==> src/rtl/ksa_param.sv <==
// RC4-style key-scheduling engine driving a single-port synchronous S-box RAM,
// with an optional identity-fill pass ahead of the swap pass.
module ksa_param #(
  parameter int N_BITS    = 8,
  parameter int KEY_BYTES = 3
) (
  input  logic                          clk,
  input  logic                          rst_n,
  input  logic                          en,
  input  logic                          init_en,
  output logic                          rdy,
  output logic                          done,
  input  logic [KEY_BYTES*N_BITS-1:0]   key,
  output logic [N_BITS-1:0]             addr,
  input  logic [N_BITS-1:0]             rddata,
  output logic [N_BITS-1:0]             wrdata,
  output logic                          wren
);

  localparam int KW = (KEY_BYTES > 1) ? $clog2(KEY_BYTES) : 1;
  localparam logic [KW-1:0]     KLAST = KW'(KEY_BYTES - 1);
  localparam logic [N_BITS-1:0] ONE   = N_BITS'(1);

  localparam logic [3:0] IDLE  = 4'd0;
  localparam logic [3:0] INIT  = 4'd1;
  localparam logic [3:0] RD_I  = 4'd2;
  localparam logic [3:0] CAP_I = 4'd3;
  localparam logic [3:0] RD_J  = 4'd4;
  localparam logic [3:0] CAP_J = 4'd5;
  localparam logic [3:0] WR_J  = 4'd6;
  localparam logic [3:0] WR_I  = 4'd7;
  localparam logic [3:0] FIN   = 4'd8;

  logic [3:0]                        state;
  logic [N_BITS-1:0]                 i, j, si, sj;
  logic [N_BITS-1:0]                 i_nx, j_nx, key_sym;
  logic [KW-1:0]                     kidx;
  logic [KEY_BYTES*N_BITS-1:0]       key_q;

  // Symbol 0 sits in the most significant slice of the key.
  always_comb begin
    key_sym = '0;
    for (int b = 0; b < KEY_BYTES; b++)
      if (kidx == KW'(b)) key_sym = key_q[(KEY_BYTES-1-b)*N_BITS +: N_BITS];
  end

  assign i_nx = i + ONE;
  assign j_nx = j + rddata + key_sym;

  // Outputs are set on the edge entering each state, so they are stable for that whole cycle.
  always_ff @(posedge clk) begin
    if (!rst_n) begin
      state  <= IDLE;
      i      <= '0;
      j      <= '0;
      si     <= '0;
      sj     <= '0;
      kidx   <= '0;
      key_q  <= '0;
      rdy    <= 1'b1;
      done   <= 1'b0;
      wren   <= 1'b0;
      addr   <= '0;
      wrdata <= '0;
    end else begin
      case (state)
        IDLE: begin
          done <= 1'b0;
          wren <= 1'b0;
          if (en) begin
            key_q <= key;
            i     <= '0;
            j     <= '0;
            kidx  <= '0;
            rdy   <= 1'b0;
            addr  <= '0;
            if (init_en) begin
              state  <= INIT;
              wrdata <= '0;
              wren   <= 1'b1;
            end else begin
              state <= RD_I;
            end
          end
        end
        INIT: begin
          if (i == '1) begin
            i     <= '0;
            addr  <= '0;
            wren  <= 1'b0;
            state <= RD_I;
          end else begin
            i      <= i_nx;
            addr   <= i_nx;
            wrdata <= i_nx;
          end
        end
        RD_I: state <= CAP_I;
        CAP_I: begin
          si    <= rddata;
          j     <= j_nx;
          addr  <= j_nx;
          kidx  <= (kidx == KLAST) ? '0 : kidx + KW'(1);
          state <= RD_J;
        end
        RD_J: state <= CAP_J;
        CAP_J: begin
          sj     <= rddata;
          addr   <= j;
          wrdata <= si;
          wren   <= 1'b1;
          state  <= WR_J;
        end
        WR_J: begin
          addr   <= i;
          wrdata <= sj;
          state  <= WR_I;
        end
        WR_I: begin
          wren <= 1'b0;
          if (i == '1) begin
            done  <= 1'b1;
            state <= FIN;
          end else begin
            i     <= i_nx;
            addr  <= i_nx;
            state <= RD_I;
          end
        end
        FIN: begin
          done  <= 1'b0;
          rdy   <= 1'b1;
          state <= IDLE;
        end
        default: state <= IDLE;
      endcase
    end
  end

endmodule

==> config.mk <==
export PLATFORM = sky130hd
export DESIGN_NAME = ksa_param
export DESIGN_NICKNAME = d
export VERILOG_FILES = /design/src/rtl/ksa_param.sv
export SDC_FILE = /design/constraint.sdc
export NUM_CORES = 1
export LEC_CHECK = 0
export ABC_CLOCK_PERIOD_IN_PS = 8600
export BUFFER_PORTS_ARGS = -buffer_cell sky130_fd_sc_hd__clkbuf_2
export CORE_AREA = 2 2 114 88
export CTS_CLUSTER_SIZE = 25
export DETAILED_ROUTE_END_ITERATION = 16
export DIE_AREA = 0 0 116 90
export HOLD_SLACK_MARGIN = 0.03
export PLACE_DENSITY = 0.75
export SKIP_CTS_REPAIR_TIMING = 1
export SYNTH_ARGS = -nofsm -noshare
export SYNTH_HDL_FRONTEND = slang
export SYNTH_SLANG_ARGS = --single-unit
==> constraint.sdc <==
create_clock -name clk -period 8.6 [get_ports clk]
set_input_delay 0.86 -clock clk [delete_from_list [all_inputs] [get_ports clk]]
set_output_delay 0.86 -clock clk [all_outputs]
set_load 0.01 [all_outputs]
==> flow_summary.toml, run 1 <==
[status]
status = "finished clean"

[sta]
tightestPinTransition_ns = 1.18
setup_ws_ns = 5.25
rsz0062_at_grt = "no"
finalCritPeriodShare_pct = 39.0
slew_violations = 0
finClkSkew_ns = 0.00624
fin_crit_ns = 3.35
whs_ns = 0.455
tns_ns = 0
setup_viol = 0
max_freq_mhz = 298
slew_headroom_pct = 21.1
finalHoldViolCount = 0

[pwr]
p_comb_share_pct = 20.3
clock_power_share_pct = 38.1
switching_power_uw = 317
p_int_uw = 714
p_sw_share_pct = 30.7
powerDensity_mw_per_mm2 = 217
power_leakage_nw = 1.78
p_seq_share_pct = 41.7
vdd_drop_max_v = 0.000147

[logic_synthesis]
ys_ff_latch = 81
synth_top_area_share_pct = 39.3
synth_top_cell_by_area = "dfxtp_1"
yosysSeqAreaShare_pct = 39.3
avgSynthCellArea_um2 = 8.47
synth_fp_nets = 538
synthArstFlopShare_pct = 0
synth_flop_cell = "dfxtp_1"
yosys_warnings = 0
synth_edf_count = 0
netlist_instances = 487
synth.most_common_cell = "nand2_1"
yosys-top-cells-count = "91 x nand2_1, 81 x dfxtp_1, 65 x a21oi_1"
ys_types = 63
syn-cell-area_mm2 = 0.00413
synth.area.top_cells = "dfxtp_1 39%, nand2_1 8.3%, a21oi_1 7.9%, mux2i_1 4.1%, fa_1 3.9%"

[setup_path]
endpoint_kind = "register"
cp-startpoint = "kidx[0]"
reg2regPathDepth = 11
worst_setup_path_start_kind = "register"
crit_arrival_ns = 3.58
cp_num_buf_inv = 0
reg2reg_slack_ns = 5.25
path_max_fanout = 12
slowest_delay_ns = 0.52
path_cells = "nor2b_1, nand2_1, o21ai_0, fa_1, ha_1, fa_1, xnor2_1, nor2_1, a221oi_1, o21ai_0, a22o_1"
cp.depth = 11
worstSetupPathType = "reg -> reg"
crit_family = "adder cells"
cp-endpoint = "addr[3]"
rr_endpoint = "addr[3]"
worstPathRequired_ns = 8.83
reg2reg_from = "kidx[0]"
crit_slowest_cell = "dfxtp_1"

[global_route]
groute.usage.overall_pct = 23.5
grt_max_degree = 71
antenna_found_initial = 0
grt_pass1_wl_mm = 19.2
overflow = 0
grt_pass1_vias = 3587

[placed_design]
routabilityCongestion = 0.961
numPortBuffers = 54
dp_hpwl_mm = 8.39
dpl_cell_area_mm2 = 0.00444
pre_cts_ws_ns = 5.41
post-place-cells = 644

[drt]
via_count = 3822
wl_mm = 11.6
drt_iter0_markers = 478
drc = 0
firstDrtPassIters = 5
ant_nets = 0
vias_per_cell = 5.79
wl_per_cell_um = 17.6

[clock_tree]
cts_sinks = 81
clk_path_buf_depth = 2
clk_pin_slew_ns = 0.06
cts_tree = "done"
cts_max_level = 3
cts_root_buffer = "clkbuf_16"
cts_made_buffers = 9
insertion_delay_ns = 0.33

[final_layout]
layout-drive-gt1-share_pct = 17.2
final_area_mm2 = 0.00474
layout.nets = 574
instances_no_fill = 660
antenna_cells = 0
syn2layout_area_growth_pct = 14.9

[worst_hold_path]
hp-class = "reg -> reg"

[floorplan]
num_rows = 31
io_pins = 55
core_area_mm2 = 0.00939
dieArea_mm2 = 0.0104
initial_core_util_pct = 44.0
die_height_um = 90
fp.dieW_um = 116

[job]
maxCapViolCount = 0
==> worst register-to-register path, cell delays in order, from the launching register on <==
cell and delay (ns):
dfxtp_1 0.52, nor2b_1 0.48, nand2_1 0.11, o21ai_0 0.16, fa_1 0.48, ha_1 0.25, fa_1 0.41, xnor2_1 0.15
nor2_1 0.07, a221oi_1 0.25, o21ai_0 0.13, a22o_1 0.24
==> kinds of logic after synthesis <==
logic type      after synthesis  synth area share, %
simple gates                173                 19.8
compound gates              147                 23.4
flops                        81                 39.3
buf+inv                      41                 4.61
mux                          17                 4.12
fa+ha+maj                    15                 6.00
xor+xnor                     13                 2.76
==> cell usage in the layout (no fill, tap or decap), drive strengths merged, types with 6 or more instances in the layout <==
master / synthesis / routed
mux2i: 17 / 17
inv: 8 / 9
a21oi: 65 / 65
xnor2: 7 / 7
nor2: 37 / 37
fa: 8 / 8
o21ai: 18 / 18
a21o: 6 / 6
clkbuf: 18 / 65
nand3: 8 / 8
a211oi: 6 / 6
xor2: 6 / 6
nor3: 6 / 6
ha: 7 / 7
dfxtp: 81 / 81
nand2: 91 / 91
a222oi: 8 / 8
a22oi: 10 / 10
==> per-layer routing <==
metal / share of wire, % / routed length, µm / GRT usage, % / up-vias
met3: 7.8 / 901 / 5.46 / 14
li1: - / - / - / 1808
met4: 1.4 / 162 / 5.36 / 0
met5: 0 / 0 / 0 / -
met2: 45 / 5190 / 34.4 / 166
met1: 46 / 5340 / 35.2 / 1834
==> cell type report <==
type,instances,area [µm²]
Tap cell,132,165
Fill cell,906,4640
Timing Repair Buffer,58,300
Sequential cell,81,1620
Multi-Input combinational cell,365,2320
Clock inverter,5,63.8
Clock buffer,11,243
Inverter,8,30.0
==> power groups by stage <==
stage	Combinational (mW)	Sequential [mW]	Clock [mW]
after floorplan	0.155	0.425	0
after global placement	0.198	0.436	0
after detailed placement	0.205	0.437	0
after CTS	0.206	0.429	0.396
after global routing	0.231	0.433	0.412
final	0.209	0.430	0.392
==> per-stage QoR <==
stage	utilization, %	total power, mW
finish	50.5	1.03
CTS	50.5	1.03
global placement	47.3	0.633
floorplan	-	0.580
global route	50.5	1.08
detailed placement	47.3	0.641
==> state kept, by name, indices dropped and copies added, names as in the netlist <==
register  count
j             8
i             8
rdy           1
addr          8
state         4
kidx          2
wren          1
done          1
si            8
key_q        24
sj            8
wrdata        8
==> worst min path at each step <==
| stage | startpoint | to | slack, ns | cells after the start |
|---|---|---|---|---|
| floorplan | key_q[16] | key_q[16] | 0.44 | 2 |
| global placement | si[0] | si[0] | 0.44 | 2 |
| detailed placement | si[5] | si[5] | 0.45 | 2 |
| CTS | si[5] | si[5] | 0.46 | 2 |
| global route | key_q[1] | key_q[1] | 0.48 | 2 |
| finish | key_q[3] | key_q[3] | 0.46 | 2 |
Note: power is estimated with default switching activity, not from simulation.
==> inputs of run 2 (changes only) <==
- ABC_CLOCK_PERIOD_IN_PS: 8600 -> 3200
- clock period: 8.6 -> 3.2 ns (I/O delays scaled with it)
==> run 2 against run 1 <==
- clock power grew to 2.5 times the previous value
- clock-buffer cell count increased by 1
- combinational power grew to 2.7 times the previous value
- utilization increased by 0.44 points
- sequential power rose to 2.7 times the previous value
- largest cell class unchanged
- largest power group unchanged
- highest routed layer unchanged
==> flow_summary.toml, run 2 (synthesis gave the netlist of run 1 again) <==
[status]
status = "finished clean"

[placed_design]
routabilityCongestion = 0.933
numPortBuffers = 54
dp_hpwl_mm = 8.32

[setup_path]
crit_arrival_ns = 3.14
endpoint_kind = "register"
worstSetupPathType = "reg -> reg"
reg2reg_slack_ns = 0.30
path_max_fanout = 10
worstPathRequired_ns = 3.44
worst_setup_path_start_kind = "register"

[drt]
vias_per_cell = 5.82
wl_per_cell_um = 17.0
via_count = 3879
drc = 0
wl_mm = 11.4
firstDrtPassIters = 6
drt_iter0_markers = 436
ant_nets = 0

[global_route]
grt_pass1_wl_mm = 19.1
groute.usage.overall_pct = 23.2
overflow = 0
grt_max_degree = 40
grt_pass1_vias = 3701
antenna_found_initial = 0

[sta]
tns_ns = 0
rsz0062_at_grt = "no"
max_freq_mhz = 345
finalCritPeriodShare_pct = 90.5
whs_ns = 0.194
finalHoldViolCount = 0
setup_viol = 0
slew_violations = 0
slew_headroom_pct = 41.7
tightestPinTransition_ns = 0.875
finClkSkew_ns = 0.00353
fin_crit_ns = 2.90

[clock_tree]
cts_root_buffer = "clkbuf_16"
cts_tree = "done"
clk_pin_slew_ns = 0.06
cts_sinks = 81
cts_max_level = 3
insertion_delay_ns = 0.34
clk_path_buf_depth = 2
cts_made_buffers = 9

[final_layout]
layout_common_cells = "91 x nand2_1, 81 x dfxtp_1, 65 x a21oi_1, 54 x clkbuf_2, 35 x nor2_1"
antenna_cells = 0
layout-drive-gt1-share_pct = 18.7
layout.nets = 581
syn2layout_area_growth_pct = 15.9
largest_register_ffs = 24
top_register = "key_q"
final_common_cell = "nand2_1"

[floorplan]
initial_core_util_pct = 44.0
fp.dieW_um = 116
io_pins = 55
num_rows = 31
die_height_um = 90
core_area_mm2 = 0.00939
dieArea_mm2 = 0.0104

[job]
maxCapViolCount = 0

[pwr]
powerDensity_mw_per_mm2 = 569
power_leakage_nw = 1.82
vdd_drop_max_v = 0.000333

[worst_hold_path]
hp-class = "in -> reg"
-- run 2: worst max-delay path, cell delays in order (launching register included) --
cell	delay [ns]
dfxtp_1	0.37
buf_4	0.22
mux2i_1	0.21
o21ai_0	0.11
fa_1	0.50
ha_1	0.33
a211oi_1	0.29
o21bai_1	0.12
a21oi_1	0.27
xor2_1	0.13
o31ai_1	0.24
-- run 2: layer usage --
| metal | vias up | part of all wire, % | GRT usage, % |
|---|---|---|---|
| li1 | 1833 | - | - |
| met1 | 1847 | 46 | 33.6 |
| met2 | 177 | 44 | 33.4 |
| met3 | 22 | 7.4 | 5.12 |
| met4 | 0 | 2.4 | 9.33 |
| met5 | - | 0 | 0 |
-- run 2: worst paths after layout --
| check | depth (start not counted) | from | to |
|---|---|---|---|
| setup / recovery | 10 | kidx[1] | j[6] |
| hold / removal | 3 | key[15] | key_q[15] |
| setup reg to reg | 10 | kidx[1] | j[6] |
| hold reg to reg | 2 | wren | wren |
-- run 2: through the flow --
stage	total power [mW]	cell area [µm²]	util (%)	setup slack (ns)	std cells
floorplan	1.56	4130	-	0.249	487
global placement	1.71	4490	47.8	0.447	651
detailed placement	1.73	4490	47.8	0.342	651
CTS	2.72	4780	50.9	0.263	667
global route	2.84	4780	51.0	0.0161	667
finish	2.72	4780	51.0	0.304	667
-- run 2: power breakdown --
part	switching, mW	internal, mW	total (mW)
clock network	0.411	0.587	0.998
logic	0.355	0.215	0.571
registers	0.0732	1.08	1.15
-- run 2: area by class of cell --
type	count	area, µm²
clock buffers	12	267
well taps	132	165
clock inverters	4	26.3
flip-flops and latches	81	1620
multi-input cells	365	2320
inverters	8	30.0
fillers	915	4600
repair buffers	65	353
